File: src/rtl/mem_port_arbiter_pkg.sv
// Shared types for the fetch/data memory port arbiter: FSM states and grant owner.
package mem_port_arbiter_pkg;

    typedef enum logic [1:0] {
        ST_IDLE = 2'd0,
        ST_BUSY = 2'd1,
        ST_RESP = 2'd2
    } state_t;

    typedef enum logic {
        GNT_IF = 1'b0,
        GNT_DM = 1'b1
    } owner_t;

    // Bits needed to hold 0..max_val, never less than one.
    function automatic int cnt_width(input int max_val);
        return (max_val < 1) ? 1 : $clog2(max_val + 1);
    endfunction

endpackage

File: src/rtl/mem_arb_priority.sv
// Data-over-fetch grant select with a starvation cap on consecutive data grants.
// Combinational grant; counter advances only on grants issued while fetch waits.
module mem_arb_priority
    import mem_port_arbiter_pkg::*;
#(
    parameter int STARVE_LIMIT = 4
) (
    input  logic   clock,
    input  logic   reset,
    input  logic   arb_en,
    input  logic   if_req,
    input  logic   dm_req,
    output logic   grant_vld,
    output owner_t grant_owner
);

    localparam int CNT_W = cnt_width(STARVE_LIMIT);

    logic [CNT_W-1:0] starve_cnt;
    logic             starved;

    assign starved     = (starve_cnt == CNT_W'(STARVE_LIMIT));
    assign grant_vld   = arb_en & (if_req | dm_req);
    assign grant_owner = (dm_req && !(if_req && starved)) ? GNT_DM : GNT_IF;

    // Counts data grants that overtook a waiting fetch; any gap in if_req resets it.
    always_ff @(posedge clock) begin
        if (reset) begin
            starve_cnt <= '0;
        end else if (!if_req) begin
            starve_cnt <= '0;
        end else if (grant_vld) begin
            if (grant_owner == GNT_DM) begin
                starve_cnt <= starve_cnt + CNT_W'(1);
            end else begin
                starve_cnt <= '0;
            end
        end
    end

endmodule

File: src/rtl/mem_port_arbiter.sv
// Shares one fixed-latency single-port memory between fetch and the data stage.
// Req-to-ready: 1+MEM_LATENCY cycles for reads, 2 for writes; requesters stall until ready.
module mem_port_arbiter
    import mem_port_arbiter_pkg::*;
#(
    parameter int ADDR_WIDTH   = 32,
    parameter int DATA_WIDTH   = 32,
    parameter int MEM_LATENCY  = 2,
    parameter int STARVE_LIMIT = 4
) (
    input  logic                  clock,
    input  logic                  reset,
    input  logic                  if_req,
    input  logic [ADDR_WIDTH-1:0] if_addr,
    output logic                  if_ready,
    output logic [DATA_WIDTH-1:0] if_rdata,
    input  logic                  dm_req,
    input  logic                  dm_we,
    input  logic                  dm_is_byte,
    input  logic [ADDR_WIDTH-1:0] dm_addr,
    input  logic [DATA_WIDTH-1:0] dm_wdata,
    output logic                  dm_ready,
    output logic [DATA_WIDTH-1:0] dm_rdata,
    output logic                  mem_en,
    output logic                  mem_we,
    output logic                  mem_byte,
    output logic [ADDR_WIDTH-1:0] mem_addr,
    output logic [DATA_WIDTH-1:0] mem_wdata,
    input  logic [DATA_WIDTH-1:0] mem_rdata,
    output logic                  stall_if,
    output logic                  stall_dm
);

    localparam int LAT_W = cnt_width(MEM_LATENCY - 1);

    state_t                state, state_nxt;
    owner_t                owner_q;
    owner_t                grant_owner;
    logic                  grant_vld;
    logic                  grant;
    logic [LAT_W-1:0]      lat_cnt;
    logic                  issue_q;
    logic [ADDR_WIDTH-1:0] addr_q;
    logic [DATA_WIDTH-1:0] wdata_q;
    logic                  we_q;
    logic                  byte_q;
    logic [DATA_WIDTH-1:0] if_rdata_q;
    logic [DATA_WIDTH-1:0] dm_rdata_q;

    mem_arb_priority #(
        .STARVE_LIMIT (STARVE_LIMIT)
    ) u_priority (
        .clock       (clock),
        .reset       (reset),
        .arb_en      (state == ST_IDLE),
        .if_req      (if_req),
        .dm_req      (dm_req),
        .grant_vld   (grant_vld),
        .grant_owner (grant_owner)
    );

    assign grant = (state == ST_IDLE) && grant_vld;

    always_comb begin
        state_nxt = state;
        case (state)
            ST_IDLE: if (grant_vld) state_nxt = ST_BUSY;
            ST_BUSY: if (lat_cnt == '0) state_nxt = ST_RESP;
            ST_RESP: state_nxt = ST_IDLE;
            default: state_nxt = ST_IDLE;
        endcase
    end

    always_ff @(posedge clock) begin
        if (reset) begin
            state <= ST_IDLE;
        end else begin
            state <= state_nxt;
        end
    end

    // Writes finish after the single issue cycle; reads wait out the memory latency.
    always_ff @(posedge clock) begin
        if (reset) begin
            owner_q    <= GNT_IF;
            lat_cnt    <= '0;
            issue_q    <= 1'b0;
            addr_q     <= '0;
            wdata_q    <= '0;
            we_q       <= 1'b0;
            byte_q     <= 1'b0;
            if_rdata_q <= '0;
            dm_rdata_q <= '0;
        end else begin
            issue_q <= grant;
            if (grant) begin
                owner_q <= grant_owner;
                if (grant_owner == GNT_DM) begin
                    addr_q  <= dm_addr;
                    wdata_q <= dm_wdata;
                    we_q    <= dm_we;
                    byte_q  <= dm_is_byte;
                    lat_cnt <= dm_we ? '0 : LAT_W'(MEM_LATENCY - 1);
                end else begin
                    addr_q  <= if_addr;
                    wdata_q <= '0;
                    we_q    <= 1'b0;
                    byte_q  <= 1'b0;
                    lat_cnt <= LAT_W'(MEM_LATENCY - 1);
                end
            end else if (state == ST_BUSY) begin
                if (lat_cnt != '0) begin
                    lat_cnt <= lat_cnt - LAT_W'(1);
                end else if (!we_q) begin
                    if (owner_q == GNT_IF) begin
                        if_rdata_q <= mem_rdata;
                    end else begin
                        dm_rdata_q <= mem_rdata;
                    end
                end
            end
        end
    end

    assign mem_en    = issue_q;
    assign mem_we    = we_q;
    assign mem_byte  = byte_q;
    assign mem_addr  = addr_q;
    assign mem_wdata = wdata_q;

    assign if_ready  = (state == ST_RESP) && (owner_q == GNT_IF);
    assign dm_ready  = (state == ST_RESP) && (owner_q == GNT_DM);
    assign if_rdata  = if_rdata_q;
    assign dm_rdata  = dm_rdata_q;

    assign stall_if  = if_req & ~if_ready;
    assign stall_dm  = dm_req & ~dm_ready;

endmodule
File: config.mk
export PLATFORM = sky130hd
export DESIGN_NAME = mem_port_arbiter
export DESIGN_NICKNAME = d
export VERILOG_FILES = /design/src/rtl/mem_port_arbiter_pkg.sv /design/src/rtl/mem_arb_priority.sv /design/src/rtl/mem_port_arbiter.sv
export SDC_FILE = /design/constraint.sdc
export NUM_CORES = 1
export LEC_CHECK = 0
export ABC_AREA = 1
export BUFFER_PORTS_ARGS = -buffer_cell sky130_fd_sc_hd__buf_2
export CAP_MARGIN = 20
export CORE_ASPECT_RATIO = 0.75
export CORE_UTILIZATION = 50
export DETAILED_ROUTE_END_ITERATION = 12
export GPL_TIMING_DRIVEN = 0
export HOLD_SLACK_MARGIN = 0.08
export PLACE_DENSITY = 0.92
export SLEW_MARGIN = 20
export SYNTH_ARGS = -nofsm -noshare
export SYNTH_HDL_FRONTEND = slang
export SYNTH_SLANG_ARGS = --single-unit
File: constraint.sdc
create_clock -name clock -period 2.1 [get_ports clock]
set_input_delay 0.21 -clock clock [delete_from_list [all_inputs] [get_ports clock]]
set_output_delay 0.21 -clock clock [all_outputs]
set_load 0.01 [all_outputs]
==> impl_metrics.env <==
export IMPL_status="finished clean"
export IMPL_post_synth_inst_count=752
export IMPL_fin_tns_setup_ps=0
export IMPL_synth_seq_area_share=0.500
export IMPL_setup_repair_after_global_routing_missed_its_margin="no"
export IMPL_final_core_utilization=0.774
export IMPL_n_fill_cell=729
export IMPL_cts_sink_count=138
export IMPL_multi_input_comb_area_um2=2060
export IMPL_final_nets=1227
export IMPL_yosysWarningCount=0
export IMPL_coreArea_um2=10500
export IMPL_synthArstFlopShare=0
export IMPL_ctsRootBufferMaster="sky130_fd_sc_hd__clkbuf_16"
export IMPL_cap_violations=0
export IMPL_finalMaxSlewViolations=0
export IMPL_ff2ff_setup_slack_ps=100
export IMPL_cts_buffers=17
export IMPL_area_growth_syn_to_layout_pct=47.3
export IMPL_hpwlAfterDp_mm=12.6
export IMPL_finalHoldViolations=0
export IMPL_worst_ep_arrival_time_ps=2290
export IMPL_tritoncts="done"
export IMPL_hold_path_class="input port to register"
export IMPL_final_setup_skew_ps=10.6
export IMPL_final_ant_viol_nets=0
export IMPL_vias=6379
export IMPL_finalSetupViolations=0
export IMPL_timing_hold_worst_path_depth=3
export IMPL_share_of_power_burned_in_registers=0.412
export IMPL_netlist_cell_type_count=22
export IMPL_worstPathMaxFanout=8
export IMPL_cp_data_required_time_ps=2390
export IMPL_globalRouteTotalUtil=0.337
export IMPL_timing_critical_path_from_type="register"
export IMPL_worstReg2RegStart="u_priority.starve_cnt[0]"
export IMPL_layout_cells_most_common_list="284 x sky130_fd_sc_hd__buf_2, 138 x sky130_fd_sc_hd__dfxtp_1, 137 x sky130_fd_sc_hd__nand2_1"
export IMPL_postSynthNetCount=888
export IMPL_crit_path_cell_trace="inv_1, ha_1, nand3_2, nand2_4, nand2_1, o21ai_0, nor2_1, dlygate4sd3_1"
export IMPL_timing_final_crit_share=0.953
export IMPL_maxSlewHeadroom=0.590
export IMPL_grt_remaining_overflow=0
export IMPL_antenna_found_initial=0
export IMPL_pwr_share_clk=0.406
export IMPL_timing_critical_path_to_type="register"
export IMPL_die_width_um=123
export IMPL_power_combinational_fraction=0.182
export IMPL_commonest_register_cell_after_synthesis="sky130_fd_sc_hd__dfxtp_1"
export IMPL_sw_frac=0.299
export IMPL_detail_route_iter0_violations=514
export IMPL_number_of_buffer_cells_added_on_primary_ports=267
export IMPL_syn_cell_area_um2=5530
export IMPL_worst_r2r_path_depth=8
export IMPL_layout_cells_most_common="sky130_fd_sc_hd__buf_2"
export IMPL_die_height_um=93.1
export IMPL_setup_worst_path_class="register to register"
export IMPL_synth_seq_cells=138
export IMPL_max_rail_drop_vdd_mv=0.762
export IMPL_detail_route_drc_violations=0
export IMPL_crit_slowest_cell="sky130_fd_sc_hd__dlygate4sd3_1"
export IMPL_first_pass_grt_wire_length_mm=29.6
export IMPL_synth_enable_flop_cells=0
export IMPL_synth_top_cells_by_area="sky130_fd_sc_hd__dfxtp_1 50%, sky130_fd_sc_hd__a21oi_1 11%, sky130_fd_sc_hd__nand2_1 9.3%"
export IMPL_fraction_of_post_synthesis_cell_area_in_the_top_cell_type_by_area=0.500
export IMPL_htree_levels=4
export IMPL_cts_root_to_sink_buffers=2
export IMPL_hold_end="if_rdata[29]"
export IMPL_intPower_mw=5.07
export IMPL_net_switching_power_mw=2.16
export IMPL_drt_pass1_iter_count=6
export IMPL_min_period_ps=2000
export IMPL_clkSlewWorstSetupHoldPaths_ps=60
export IMPL_worst_r2r_endpoint="mem_addr[7]"
export IMPL_num_io_pins=269
export IMPL_n_antenna_cell=0
export IMPL_critical_path_top_delay_family="buffers and inverters"
export IMPL_storage_element_area_um2=2760
export IMPL_pin_count_of_the_biggest_net_entering_global_routing=17
export IMPL_initial_core_util=0.525
export IMPL_clock_latency_ps=410
export IMPL_timing_critical_path_slowest_cell_delay_ps=560
export IMPL_achievable_frequency_ghz=0.500
export IMPL_number_of_global_route_vias_before_repair=6196
export IMPL_worst_hold_startpoint="mem_rdata[29]"
export IMPL_synthDominantAreaCellType="sky130_fd_sc_hd__dfxtp_1"
export IMPL_die_area_um2=11500
export IMPL_avgSynthCellArea_um2=7.35
export IMPL_wire_per_inst_um=15.4
export IMPL_drt_total_wl_mm=19.1
export IMPL_cts_resized=0
export IMPL_drt_vias_per_instance=5.14
export IMPL_total_leakage_power_nw=4.02
export IMPL_timing_worst_slew_pin_value_ps=615
export IMPL_count_of_buffer_and_inverter_cells_on_the_critical_path=2
export IMPL_power_density_relative_to_cell_area_nw_per_um2=887
export IMPL_drive_gt1_frac=0.302
export IMPL_gp_routability_congestion=0.814
export IMPL_std_cell_rows=32
## routing by layer
metal,share of wire,GRT usage,up-vias
met5,0,0,-
met4,0.046,0.199,0
met3,0.083,0.0884,83
met2,0.48,0.582,399
met1,0.39,0.370,2855
li1,-,-,3042
## worst register-to-register path, stage by stage, from the launching register on
cell                            delay, ps
sky130_fd_sc_hd__dfxtp_1              320
sky130_fd_sc_hd__inv_1                 90
sky130_fd_sc_hd__ha_1                 180
sky130_fd_sc_hd__nand3_2              220
sky130_fd_sc_hd__nand2_4              190
sky130_fd_sc_hd__nand2_1              100
sky130_fd_sc_hd__o21ai_0              160
sky130_fd_sc_hd__nor2_1                60
sky130_fd_sc_hd__dlygate4sd3_1        560
## synth_stat cells, types with 3 or more instances
cell type,count
sky130_fd_sc_hd__buf_4,6
sky130_fd_sc_hd__clkbuf_1,23
sky130_fd_sc_hd__dfxtp_1,138
sky130_fd_sc_hd__inv_1,128
sky130_fd_sc_hd__nor2_1,46
sky130_fd_sc_hd__nand3_2,3
sky130_fd_sc_hd__a21oi_1,119
sky130_fd_sc_hd__buf_2,17
sky130_fd_sc_hd__nand2_1,137
sky130_fd_sc_hd__o21ai_0,93
sky130_fd_sc_hd__nand3b_1,15
sky130_fd_sc_hd__nand3_1,15
## power by group through the flow
| stage | Combinational [mW] | Clock [mW] | Sequential (mW) |
|---|---|---|---|
| 6_report | 1.31 | 2.94 | 2.98 |
| 5_1_grt | 1.46 | 3.10 | 3.00 |
| 4_1_cts | 1.28 | 2.96 | 2.97 |
| 3_5_place_dp | 1.20 | 0 | 3.02 |
| 3_3_place_gp | 1.17 | 0 | 3.01 |
| 2_1_floorplan | 0.553 | 0 | 3.13 |
## cell type report
type / count / share of cell area
clock buffers: 17 / 0.0522
multi-input cells: 437 / 0.253
repair buffers: 320 / 0.229
flip-flops and latches: 138 / 0.339
clock inverters: 15 / 0.0190
plain buffers: 47 / 0.0270
inverters: 130 / 0.0599
well taps: 136 / 0.0209
## worst max path at each step
stage                                   startpoint            to  slack [ps]  cells after the start
after floorplan           u_priority.starve_cnt[0]  mem_addr[14]         750                      9
final                     u_priority.starve_cnt[0]   mem_addr[7]         100                      8
after global routing      u_priority.starve_cnt[0]   mem_addr[7]           4                      8
after global placement    u_priority.starve_cnt[0]  mem_addr[11]         450                      9
after detailed placement  u_priority.starve_cnt[0]  mem_addr[23]         430                      9
after CTS                 u_priority.starve_cnt[0]   mem_addr[7]         120                      8
## what timing repair did
item / 4_1_cts / 5_1_grt
hold buffers: 52 / 0
endpoints found under the hold margin: 44 / 0
setup endpoints to repair: 0 / 1
buffers inserted: 0 / 1
## cell families after synthesis
kind of cell    after synthesis  synth area share
compound gates              213             0.193
fa+ha+maj                     2           0.00452
buf+inv                     177             0.128
flops                       138             0.500
simple gates                222             0.175
## state kept, by name (all words and copies together), names as in the netlist
name                   flops
dm_rdata                  32
if_rdata                  32
mem_addr                  32
mem_wdata                 32
u_priority.starve_cnt      3
state                      2
lat_cnt                    1
mem_byte                   1
mem_en                     1
mem_we                     1
owner_q                    1
## per-stage QoR
stage               worst slack [ps]  power (mW)  hold WS [ps]  std cells  cell area, um^2
detailed placement               427        4.22           413       1155             7040
CTS                              124        7.21          80.4       1239             8140
floorplan                        752        3.68           299        752             5530
global route                    3.92        7.55          90.2       1240             8150
finish                          99.3        7.22          89.9       1240             8150
global placement                 447        4.18           403       1155             7040
Power figures use the tool's default switching activity.
